## config.mk

```make
export PLATFORM = sky130hd
export DESIGN_NAME = request_encoder_8_to_3
export DESIGN_NICKNAME = d
export VERILOG_FILES = /design/src/rtl/request_encoder_8_to_3.sv
export SDC_FILE = /design/constraint.sdc
export NUM_CORES = 1
export LEC_CHECK = 0
export CAP_MARGIN = 20
export CORE_MARGIN = 2
export CORE_UTILIZATION = 41
export CTS_CLUSTER_DIAMETER = 40
export DETAILED_ROUTE_END_ITERATION = 8
export MAX_ROUTING_LAYER = met4
export PLACE_DENSITY = 0.78
export REMOVE_ABC_BUFFERS = 1
export SETUP_SLACK_MARGIN = 0.4
export SKIP_CTS_REPAIR_TIMING = 1
export SLEW_MARGIN = 10
export SYNTH_ARGS = -nofsm -noshare
export SYNTH_HDL_FRONTEND = slang
export SYNTH_SLANG_ARGS = --single-unit
```

## constraint.sdc

```tcl
create_clock -name clk -period 1.7 [get_ports clk]
set_input_delay 0.34 -clock clk [delete_from_list [all_inputs] [get_ports clk]]
set_output_delay 0.34 -clock clk [all_outputs]
set_load 0.03 [all_outputs]
```

## src/rtl/request_encoder_8_to_3.sv

```systemverilog
// request_encoder_8_to_3
//   Registered 8-to-3 request encoder feeding the register-file write-select
//   decoder. Picks one of eight request lines and presents its index and
//   one-hot vector on a valid/ready output stage.
//
//   Configuration macro: REQ_ENC_ROUND_ROBIN_EN
//     defined   -> rotating priority; the pointer moves past each accepted grant
//     undefined -> fixed priority, bit 0 highest
//
// Ports
//   clk           in   rising-edge clock
//   rst_n         in   asynchronous active-low reset
//   enable        in   0 blocks new grants; a held grant is still presented
//   request[7:0]  in   request lines, multi-hot allowed
//   grant_ready   in   consumer accepts the presented grant this cycle
//   grant_valid   out  grant_index / grant_onehot are valid
//   grant_index   out  encoded index of the granted requester
//   grant_onehot  out  one-hot of grant_index while valid, else 0
module request_encoder_8_to_3 (
    input  logic       clk,
    input  logic       rst_n,
    input  logic       enable,
    input  logic [7:0] request,
    input  logic       grant_ready,
    output logic       grant_valid,
    output logic [2:0] grant_index,
    output logic [7:0] grant_onehot
);

    logic       accept;
    logic       load;
    logic [2:0] scan_base;
    logic [2:0] winner;
    logic       found;

    assign accept = grant_valid & grant_ready;
    assign load   = enable & (|request) & (~grant_valid | grant_ready);

`ifdef REQ_ENC_ROUND_ROBIN_EN
    logic [2:0] ptr;

    // On a same-cycle accept the scan must already start past the grant
    // being retired, so bypass the pointer register with its next value.
    assign scan_base = accept ? grant_index + 3'd1 : ptr;

    always_ff @(posedge clk or negedge rst_n) begin
        if (!rst_n) begin
            ptr <= 3'd0;
        end else if (accept) begin
            ptr <= grant_index + 3'd1;
        end
    end
`else
    assign scan_base = 3'd0;
`endif

    // First set bit scanning scan_base, scan_base+1, ... with 3-bit wrap.
    always_comb begin
        winner = 3'd0;
        found  = 1'b0;
        for (int k = 0; k < 8; k++) begin
            if (!found && request[scan_base + 3'(k)]) begin
                winner = scan_base + 3'(k);
                found  = 1'b1;
            end
        end
    end

    always_ff @(posedge clk or negedge rst_n) begin
        if (!rst_n) begin
            grant_valid  <= 1'b0;
            grant_index  <= 3'd0;
            grant_onehot <= 8'd0;
        end else if (load) begin
            grant_valid  <= 1'b1;
            grant_index  <= winner;
            grant_onehot <= 8'b1 << winner;
        end else if (accept) begin
            // Index is held on drain; only valid and the one-hot clear.
            grant_valid  <= 1'b0;
            grant_onehot <= 8'd0;
        end
    end

endmodule
```

==> results of run 1 <==
worst max-delay path, delay by kind of cell, from the launching register on:
kind,cells,cell delay [ns]
AOI/OAI and AO/OA,1,0.17
DFF,1,0.45
and+or+nand+nor,3,0.70
layout by cell type, fill, tap and decap left out, drive strengths merged, types with 2 or more instances in the layout:
cell type and instances:
inv 3, buf 18, or4 3, nor2 6
clkbuf 11, a21o 2, a22o 3, dlymetal6s2s 12
nand2 5, nor3 2, nand2b 2, dfrtp 12
nor4 3, o21ai 2, a32o 2
cell usage after synthesis:
master / instances / area share [%]
a21o_2: 2 / 2.9
a21oi_1: 1 / 0.82
a221oi_1: 1 / 1.4
a22o_2: 3 / 4.9
a31oi_1: 1 / 1.0
a32o_1: 2 / 3.3
and2_1: 1 / 1.0
dfrtp_1: 12 / 49
inv_1: 3 / 1.8
mux2_2: 1 / 1.8
mux2i_1: 1 / 1.6
nand2_1: 5 / 3.1
nand2b_1: 2 / 2.0
nor2_1: 6 / 3.7
nor3_1: 2 / 1.6
nor3b_1: 1 / 1.2
nor4_1: 2 / 2.0
nor4_2: 1 / 2.0
o211ai_2: 1 / 2.0
o21a_4: 1 / 2.5
o21ai_0: 1 / 0.82
o21ai_2: 1 / 1.4
o2bb2ai_1: 1 / 1.4
o31ai_1: 1 / 1.2
or4_2: 1 / 1.4
or4_4: 2 / 3.7
metrics by stage:
stage	power, uW	std cells	TNS (ns)	setup WS (ns)	utilization [%]
floorplan	420.6	56	0	0.1314	-
global placement	537.5	108	-2.370	-0.2476	71.55
detailed placement	543.1	108	-2.703	-0.2756	71.55
CTS	785.4	112	-0.02995	-0.02995	74.24
global route	821.2	113	0	0.2722	79.70
finish	783.8	113	0	0.3020	79.70
registers in the layout, summed over array words and instances (netlist names):
signal / cells
grant_onehot: 8
grant_index: 3
grant_valid: 1
cell type report:
type | count | area [um^2] | share of cell area (%)
tap | 15 | 18.77 | 1.744
clock buffer | 4 | 36.28 | 3.372
sequential | 12 | 301.5 | 28.02
inverter | 3 | 11.26 | 1.047
timing repair buffer | 38 | 341.6 | 31.74
multi-input combinational | 41 | 366.6 | 34.07
kinds of logic (layout without fill, tap and decap cells):
family | Yosys count | after routing | synth area share, %
muxes | 2 | 2 | 3.476
DFF | 12 | 12 | 49.08
and+or+nand+nor | 23 | 23 | 21.88
AOI/OAI and AO/OA | 16 | 16 | 23.72
buffers and inverters | 3 | 45 | 1.840
how the worst max path moves through the flow:
stage / startpoint / endpoint / slack [ns]
CTS: grant_valid$_DFFE_PN0P_ / grant_valid / -0.03
global route: grant_valid$_DFFE_PN0P_ / grant_onehot[3]$_DFFE_PN0P_ / 0.27
detailed placement: request[4] / grant_onehot[6]$_DFFE_PN0P_ / -0.28
floorplan: grant_valid$_DFFE_PN0P_ / grant_onehot[3]$_DFFE_PN0P_ / 0.13
finish: grant_valid$_DFFE_PN0P_ / grant_onehot[3]$_DFFE_PN0P_ / 0.30
global placement: request[1] / grant_onehot[2]$_DFFE_PN0P_ / -0.25
power by group through the flow:
| stage | Combinational, uW | Sequential, uW | Clock [uW] |
|---|---|---|---|
| finish | 226 | 318 | 240 |
| global route | 241 | 321 | 260 |
| CTS | 221 | 317 | 247 |
| detailed placement | 220 | 323 | 0 |
| global placement | 216 | 322 | 0 |
| floorplan | 56.8 | 364 | 0 |
routing by layer:
metal | track usage, % | vias to the layer above
met4 | 13.13 | 0
met1 | 22.97 | 299
met2 | 32.12 | 26
li1 | - | 299
met5 | - | -
met3 | 3.879 | 11
==> impl_metrics.env, run 1 <==
export IMPL_drc=0
export IMPL_core_mm2=0.001350
export IMPL_path_class="reg -> reg"
export IMPL_gp_congestion=0.8481
export IMPL_ff2ff_path_depth=4
export IMPL_path_clk_slew_ns=0.09
export IMPL_portBuffers=23
export IMPL_antenna_found_initial=0
export IMPL_die_y_um=42.63
export IMPL_post_route_cell_area_mm2=0.001076
export IMPL_io_pins=24
export IMPL_cts_root_buf="clkbuf_4"
export IMPL_path_cells="nand2b_4 > nand2_1 > or4_2 > o2bb2ai_1"
export IMPL_synth_distinct_cells=26
export IMPL_clock_fmax_ghz=0.7153
export IMPL_switching_share_pct=31.24
export IMPL_cts_sinks=12
export IMPL_hp_class="in -> async"
export IMPL_wl_per_cell_um=16.07
export IMPL_clock_latency_ns=0.29
export IMPL_cts_made_buffers=3
export IMPL_wl_met2_um=906
export IMPL_clkPwrFrac_pct=30.7
export IMPL_worstMarginPinSlew_ns=0.5802
export IMPL_cp_max_fo=4
export IMPL_p_sw_uw=244.8
export IMPL_dieArea_mm2=0.001817
export IMPL_slew_headroom_pct=61.20
export IMPL_cp_slowest_stage_delay_ns=0.56
export IMPL_dr_pass1_iters=5
export IMPL_vias=635
export IMPL_drive_gt1_share_pct=47.96
export IMPL_start_kind="flip-flop"
export IMPL_grt_max_degree=13
export IMPL_n_antenna_cell=0
export IMPL_power_density_mw_per_mm2=728.4
export IMPL_drv_slew=0
export IMPL_syn_avg_cell_area_um2=10.93
export IMPL_top_layer="met4"
export IMPL_period_minus_slack_ns=1.398
export IMPL_grt_ovfl_total=0
export IMPL_r2r_setup_slack_ns=0.30
export IMPL_vias_per_cell=5.619
export IMPL_pwr_share_comb_pct=28.8
export IMPL_grt_pass1_vias=627
export IMPL_finalCritPeriodShare_pct=82.23
export IMPL_route_met3_wl_um=78
export IMPL_row_count=13
export IMPL_detail_route_antenna_nets=0
export IMPL_first_iter_violations=11
export IMPL_areaGrowthSynthToFinish_pct=75.87
export IMPL_drt_met1_wl_um=750
export IMPL_rr_startpoint="grant_valid$_DFFE_PN0P_"
export IMPL_final_net_count=111
export IMPL_wl_um=1816
export IMPL_synthCells=56
export IMPL_seq_power_share_pct=40.5
export IMPL_htreeDepth=1
export IMPL_p_leak_uw=0.0006402
export IMPL_cp_end_kind="flip-flop"
export IMPL_cts_tree="yes"
export IMPL_grt_usage_pct=20.24
export IMPL_placed_area_um2=965.9
export IMPL_syn_area_um2=611.8
export IMPL_slowest_stage="or4_2"
export IMPL_ys_seq_area_share_pct=49.08
export IMPL_drv_cap=0
export IMPL_synth_seq_cells=12
export IMPL_p_int_uw=538.9
export IMPL_fillers=89
export IMPL_holdWs_ns=0.4158
export IMPL_ys_warnings_count=0
export IMPL_setup_violations=0
export IMPL_rsz0062_at_grt="yes"
export IMPL_crit_required_ns=1.91
export IMPL_status="finished, final reports clean"
export IMPL_start_util_pct=45.32
export IMPL_clockBufferDepth=2
export IMPL_grt_pass1_wl_um=2615
export IMPL_cp_arrival_ns=1.60
export IMPL_die_w_um=42.63
export IMPL_ir_drop_uv=571.8
export IMPL_reg2reg_to="grant_onehot[3]$_DFFE_PN0P_"
export IMPL_dpl_hpwl_um=1274
export IMPL_finClkSkew_ns=0.007090
export IMPL_hold_viol=0
Power figures use the tool's default switching activity.
==> inputs of run 2 (changes only) <==
==> constraint.sdc (replaced) <==
create_clock -name clk -period 1.29 [get_ports clk]
set_input_delay 0.258 -clock clk [delete_from_list [all_inputs] [get_ports clk]]
set_output_delay 0.258 -clock clk [all_outputs]
set_load 0.03 [all_outputs]
==> run 2 against run 1 <==
The flow now finishes with violations (negative setup slack). Clock skew down 0.0047 ns. Register-to-register slack worse by 0.23 ns. Sequential share of layout area down 1.8 points. Via count up 11%. Global-route usage up 0.58 points. Critical path type is now in -> reg. Highest routed layer unchanged. Largest cell class is now buffers. Largest power group unchanged. Total power up 39%. Utilization up 5.1 points. Clock power up 33%. Critical endpoint is now grant_index[0]$_DFFE_PN0P_. Final cell count up 8.0%. Critical path depth unchanged. Setup slack worse by 0.34 ns.
==> impl_metrics.env, run 2 (synthesis results as in run 1) <==
export IMPL_period_minus_slack_ns=1.328
export IMPL_dieArea_mm2=0.001817
export IMPL_clock_latency_ns=0.29
export IMPL_placed_area_um2=960.9
export IMPL_dr_pass1_iters=4
export IMPL_finClkSkew_ns=0.002375
export IMPL_multi_input_area_um2=355.3
export IMPL_n_antenna_cell=0
export IMPL_route_met3_wl_um=163
export IMPL_areaGrowthSynthToFinish_pct=87.12
export IMPL_die_y_um=42.63
export IMPL_wl_per_cell_um=16.92
export IMPL_worstMarginPinSlew_ns=0.2946
export IMPL_grt_max_degree=13
export IMPL_detail_route_antenna_nets=0
export IMPL_regArea_um2=300.3
export IMPL_pre_cts_slack_ns=-0.6023
export IMPL_power_density_mw_per_mm2=948.6
export IMPL_status="complete, but fails checks"
export IMPL_antenna_found_initial=0
export IMPL_drt_met1_wl_um=807
export IMPL_largest_reg_flops=8
export IMPL_top_layer="met4"
export IMPL_die_w_um=42.63
export IMPL_ir_drop_uv=819.6
export IMPL_gp_congestion=0.8614
export IMPL_top_regs="grant_onehot x8, grant_index x3, grant_valid x1"
export IMPL_layout_cells_most_common_list="buf_4, dfrtp_1, buf_6"
export IMPL_path_cells="buf_8 > or4_4 > o211ai_2 > mux2i_1"
export IMPL_drv_cap=0
export IMPL_final_common_cell="buf_4"
export IMPL_wl_um=2064
export IMPL_setup_violations=1
export IMPL_start_util_pct=45.32
export IMPL_vias=708
export IMPL_holdWs_ns=0.2740
export IMPL_portBuffers=23
export IMPL_cp_end_kind="flip-flop"
export IMPL_hold_viol=0
export IMPL_finalCritPeriodShare_pct=102.9
export IMPL_layout_setup_ws_ns=-0.03760
export IMPL_io_pins=24
export IMPL_cp_slowest_stage_delay_ns=0.60
export IMPL_grt_pass1_wl_um=2780
export IMPL_p_leak_uw=0.0006005
export IMPL_crit_required_ns=1.49
export IMPL_slowest_stage="or4_4"
export IMPL_fillers=76
export IMPL_failed_checks="negative setup slack"
export IMPL_clockBufferDepth=2
export IMPL_largest_register="grant_onehot"
export IMPL_cts_made_buffers=3
export IMPL_row_count=13
export IMPL_drive_gt1_share_pct=58.88
export IMPL_start_kind="input pin"
export IMPL_rsz0062_at_grt="yes"
export IMPL_wl_met2_um=1040
export IMPL_clock_fmax_ghz=0.7532
export IMPL_final_net_count=120
export IMPL_slew_headroom_pct=80.20
export IMPL_first_iter_violations=15
export IMPL_grt_pass1_vias=638
export IMPL_hp_class="in -> async"
export IMPL_htreeDepth=1
export IMPL_drv_slew=0
export IMPL_cp_max_fo=4
export IMPL_cts_sinks=12
export IMPL_path_class="in -> reg"
export IMPL_path_clk_slew_ns=0.08
export IMPL_drc=0
export IMPL_cts_tree="yes"
export IMPL_grt_usage_pct=20.82
export IMPL_cp_arrival_ns=1.53
export IMPL_grt_ovfl_total=0
export IMPL_post_route_cell_area_mm2=0.001145
export IMPL_vias_per_cell=5.803
export IMPL_dpl_hpwl_um=1315
export IMPL_core_mm2=0.001350
export IMPL_cts_root_buf="clkbuf_4"
## run 2: changes by cell type in the layout (fill, tap and decap cells not counted), moves of 3 or more
cell            previous run  this run
buf_4                     15        24
buf_6                      3        12
dlymetal6s2s_1            12         5
clkbuf_2                   7         4
## run 2: stage by stage
stage	util [%]	setup TNS, ns	cells	total power, uW
floorplan	-	-0.6658	56	554.3
global placement	71.18	-6.331	110	709.5
detailed placement	71.18	-6.522	110	717.3
CTS	73.86	-4.447	114	1026
global route	84.80	-0.1438	122	1108
finish	84.80	-0.03760	122	1086
## run 2: worst max-delay path, delay by kind of cell
kind | cells | cell delay, ns
AOI/OAI and AO/OA | 1 | 0.30
buffers and inverters | 1 | 0.10
muxes | 1 | 0.27
and+or+nand+nor | 1 | 0.60
## run 2: where the power goes
| group | switching [uW] | internal [uW] |
|---|---|---|
| clock | 147 | 172 |
| sequential | 20.1 | 403 |
| combinational | 174 | 169 |
## run 2: worst paths after layout
kind                                              from                     endpoint  slack, ns  cells past startpoint
min reg2reg                grant_onehot[0]$_DFFE_PN0P_  grant_onehot[0]$_DFFE_PN0P_       0.52                      1
min in group clk                                enable      grant_valid$_DFFE_PN0P_       0.36                      4
max reg2reg                    grant_valid$_DFFE_PN0P_  grant_onehot[3]$_DFFE_PN0P_       0.07                      4
max                                         request[3]   grant_index[0]$_DFFE_PN0P_      -0.04                      4
min                                              rst_n   grant_index[1]$_DFFE_PN0P_       0.27                      2
max in group asynchronous                        rst_n  grant_onehot[1]$_DFFE_PN0P_       0.86                      2
## run 2: layout make-up
| class | count | area share, % |
|---|---|---|
| Clock buffer | 4 | 3.169 |
| Inverter | 3 | 0.9836 |
| Multi-Input combinational cell | 41 | 31.04 |
| Sequential cell | 12 | 26.23 |
| Tap cell | 15 | 1.639 |
| Timing Repair Buffer | 47 | 36.94 |
## run 2: routing by layer
| layer | GRT usage, % | vias to the layer above |
|---|---|---|
| met2 | 35.45 | 41 |
| li1 | - | 316 |
| met5 | - | - |
| met4 | 7.500 | 0 |
| met1 | 24.40 | 342 |
| met3 | 3.448 | 9 |
==> inputs of run 3 (changes only) <==
--- a/config.mk
+++ b/config.mk
@@ -5,9 +5,10 @@
 export SDC_FILE = /design/constraint.sdc
 export NUM_CORES = 1
 export LEC_CHECK = 0
+export ABC_AREA = 1
 export CAP_MARGIN = 20
 export CORE_MARGIN = 2
-export CORE_UTILIZATION = 41
+export CORE_UTILIZATION = 42
 export CTS_CLUSTER_DIAMETER = 40
 export DETAILED_ROUTE_END_ITERATION = 8
 export MAX_ROUTING_LAYER = met4
==> run 3 against run 2 <==
The flow now finishes without violations. Clock skew barely moved. Critical path depth rose by 1. Total power fell by 8.1%. Die area rose by 2.9%. Sequential cell count did not move. Setup slack improved by 0.11 ns.
==> impl_metrics.env, run 3 <==
export IMPL_status="finished, final reports clean"
export IMPL_hold_viol=0
export IMPL_post_route_cell_area_mm2=0.001190
export IMPL_layout_cells_non_filler=145
export IMPL_grt_max_degree=13
export IMPL_grt_pass1_wl_um=2656
export IMPL_core_mm2=0.001471
export IMPL_clkPwrFrac_pct=22.4
export IMPL_start_kind="flip-flop"
export IMPL_dpl_hpwl_um=1322
export IMPL_rsz0062_at_grt="yes"
export IMPL_cp_arrival_ns=1.37
export IMPL_die_w_um=43.25
export IMPL_clockBufferDepth=2
export IMPL_cts_made_buffers=3
export IMPL_synth_distinct_cells=17
export IMPL_yosysTopAreaCellShare_pct=46.42
export IMPL_p_leak_uw=0.0007139
export IMPL_areaGrowthSynthToFinish_pct=83.95
export IMPL_grt_most_used_layer="met2"
export IMPL_switching_share_pct=31.25
export IMPL_synth_common_cells="dfrtp_1, inv_1, nand3_1, nand2_1, nor2_1"
export IMPL_synth_edf_count=0
export IMPL_portBuffers=23
export IMPL_finalCritPeriodShare_pct=94.09
export IMPL_period_minus_slack_ns=1.214
export IMPL_drv_cap=0
export IMPL_hp_class="in -> async"
export IMPL_drc=0
export IMPL_wl_per_cell_um=12.41
export IMPL_drive_gt1_share_pct=43.41
export IMPL_layout_cells_most_common_list="buf_4, buf_6, nand3_1, dfrtp_1"
export IMPL_start_util_pct=43.96
export IMPL_final_net_count=143
export IMPL_slew_headroom_pct=78.68
export IMPL_synth_flop_cell="dfrtp_1"
export IMPL_drv_slew=0
export IMPL_ir_drop_uv=455.7
export IMPL_gp_congestion=0.7977
export IMPL_syn_area_um2=646.9
export IMPL_syn_avg_cell_area_um2=8.511
export IMPL_clock_latency_ns=0.26
export IMPL_finClkSkew_ns=0.002384
export IMPL_cp_end_kind="flip-flop"
export IMPL_largest_register="grant_onehot"
export IMPL_vias=700
export IMPL_power_density_mw_per_mm2=838.8
export IMPL_placed_area_mm2=0.001028
export IMPL_grtUsageMet1_pct=22.13
export IMPL_cts_sinks=12
export IMPL_setup_violations=0
export IMPL_detail_route_antenna_nets=0
export IMPL_synthTopCellsByArea="dfrtp_1, nand3_1, inv_1"
export IMPL_htreeDepth=1
export IMPL_antenna_found_initial=0
export IMPL_crit_required_ns=1.45
export IMPL_dp_cells=135
export IMPL_fillers=87
export IMPL_p_sw_uw=311.9
export IMPL_cts_tree="yes"
export IMPL_vias_per_cell=4.828
export IMPL_row_count=14
export IMPL_cts_root_buf="clkbuf_4"
export IMPL_final_common_cell="buf_4"
export IMPL_ys_seq_area_share_pct=46.42
export IMPL_path_clk_slew_ns=0.07
export IMPL_p_int_uw=686.2
export IMPL_ys_warnings_count=0
export IMPL_async_flop_share_pct=100.0
export IMPL_grt_pass1_vias=661
export IMPL_dieArea_mm2=0.001870
export IMPL_grt_ovfl_total=0
export IMPL_synth_top_area_cell="dfrtp_1"
export IMPL_largest_reg_flops=8
export IMPL_rr_startpoint="grant_valid$_DFFE_PN0P_"
export IMPL_clock_fmax_ghz=0.8239
export IMPL_top_regs="grant_onehot x8, grant_index x3, grant_valid x1"
export IMPL_synth_seq_cells=12
export IMPL_io_pins=24
export IMPL_wl_um=1799
export IMPL_utilization_pct=80.87
export IMPL_path_class="reg -> reg"
export IMPL_grt_use_met3_pct=0.4255
export IMPL_seq_power_share_pct=42.8
export IMPL_grt_usage_pct=19.01
export IMPL_synthCells=76
export IMPL_first_iter_violations=3
export IMPL_dr_pass1_iters=4
export IMPL_worstMarginPinSlew_ns=0.3188
export IMPL_die_y_um=43.25
export IMPL_pwr_share_comb_pct=34.8
export IMPL_grt_use_met2_pct=34.63
export IMPL_n_antenna_cell=0
export IMPL_crit_start="grant_valid$_DFFE_PN0P_"
export IMPL_cp_max_fo=8
## run 3: cell types whose count changed in the layout (fill, tap and decap cells not counted), moves of 4 or more
cell and change:
nand2_1 +5, nand3_1 +12, clkbuf_2 -4, inv_1 +8, dlymetal6s2s_1 +6
## run 3: kinds of logic (layout without fill, tap and decap cells)
group	Yosys count	after routing	share of synthesized area (%)
flops	12	12	46.42
compound gates	11	11	11.80
simple gates	40	40	33.08
buf+inv	13	66	8.703
## run 3: path summary, 6_finish.rpt
| path | depth (start not counted) | slack [ns] | endpoint |
|---|---|---|---|
| setup reg to reg | 5 | 0.08 | grant_index[2]$_DFFE_PN0P_ |
| setup / recovery | 5 | 0.08 | grant_index[2]$_DFFE_PN0P_ |
| hold reg to reg | 1 | 0.52 | grant_index[2]$_DFFE_PN0P_ |
| max in group asynchronous | 2 | 0.85 | grant_index[2]$_DFFE_PN0P_ |
| hold / removal | 2 | 0.29 | grant_valid$_DFFE_PN0P_ |
| min in group clk | 4 | 0.40 | grant_onehot[4]$_DFFE_PN0P_ |
## run 3: per-layer routing
metal  wire [um]  vias to the layer above
met3          40                        0
met1         757                      332
met5           0                        -
met2        1001                       14
li1            -                      354
met4           0                        0
## run 3: power by group through the flow
stage | registers (uW) | logic [uW] | clock network, uW
global route | 431 | 372 | 239
global placement | 427 | 301 | 0
CTS | 422 | 308 | 224
floorplan | 487 | 81.5 | 0
detailed placement | 430 | 307 | 0
finish | 427 | 347 | 224
## run 3: final cells by class
class / instances / area (um^2) / share of cell area (%)
Timing Repair Buffer: 51 / 489.2 / 41.11
Sequential cell: 12 / 300.3 / 25.24
Multi-Input combinational cell: 51 / 312.8 / 26.29
Inverter: 12 / 45.04 / 3.785
Clock buffer: 3 / 22.52 / 1.893
Tap cell: 16 / 20.02 / 1.682
## run 3: metrics by stage
stage	total power (uW)	setup WS (ns)	setup TNS (ns)	hold slack, ns
2_1_floorplan	568.4	-0.04310	-0.04310	-0.03759
3_3_place_gp	727.7	-0.3268	-3.315	0.4785
3_5_place_dp	736.5	-0.3623	-3.998	0.4844
4_1_cts	954.2	-0.2724	-2.408	0.2949
5_1_grt	1041	-0.008998	-0.01458	0.3183
6_report	998.1	0.07623	0	0.2881
## run 3: worst max-delay path, stage by stage, from the launching register on
cell	delay [ns]
dfrtp_1	0.41
inv_2	0.08
nor2_4	0.04
nor3_4	0.31
nand3_2	0.15
o21a_1	0.12
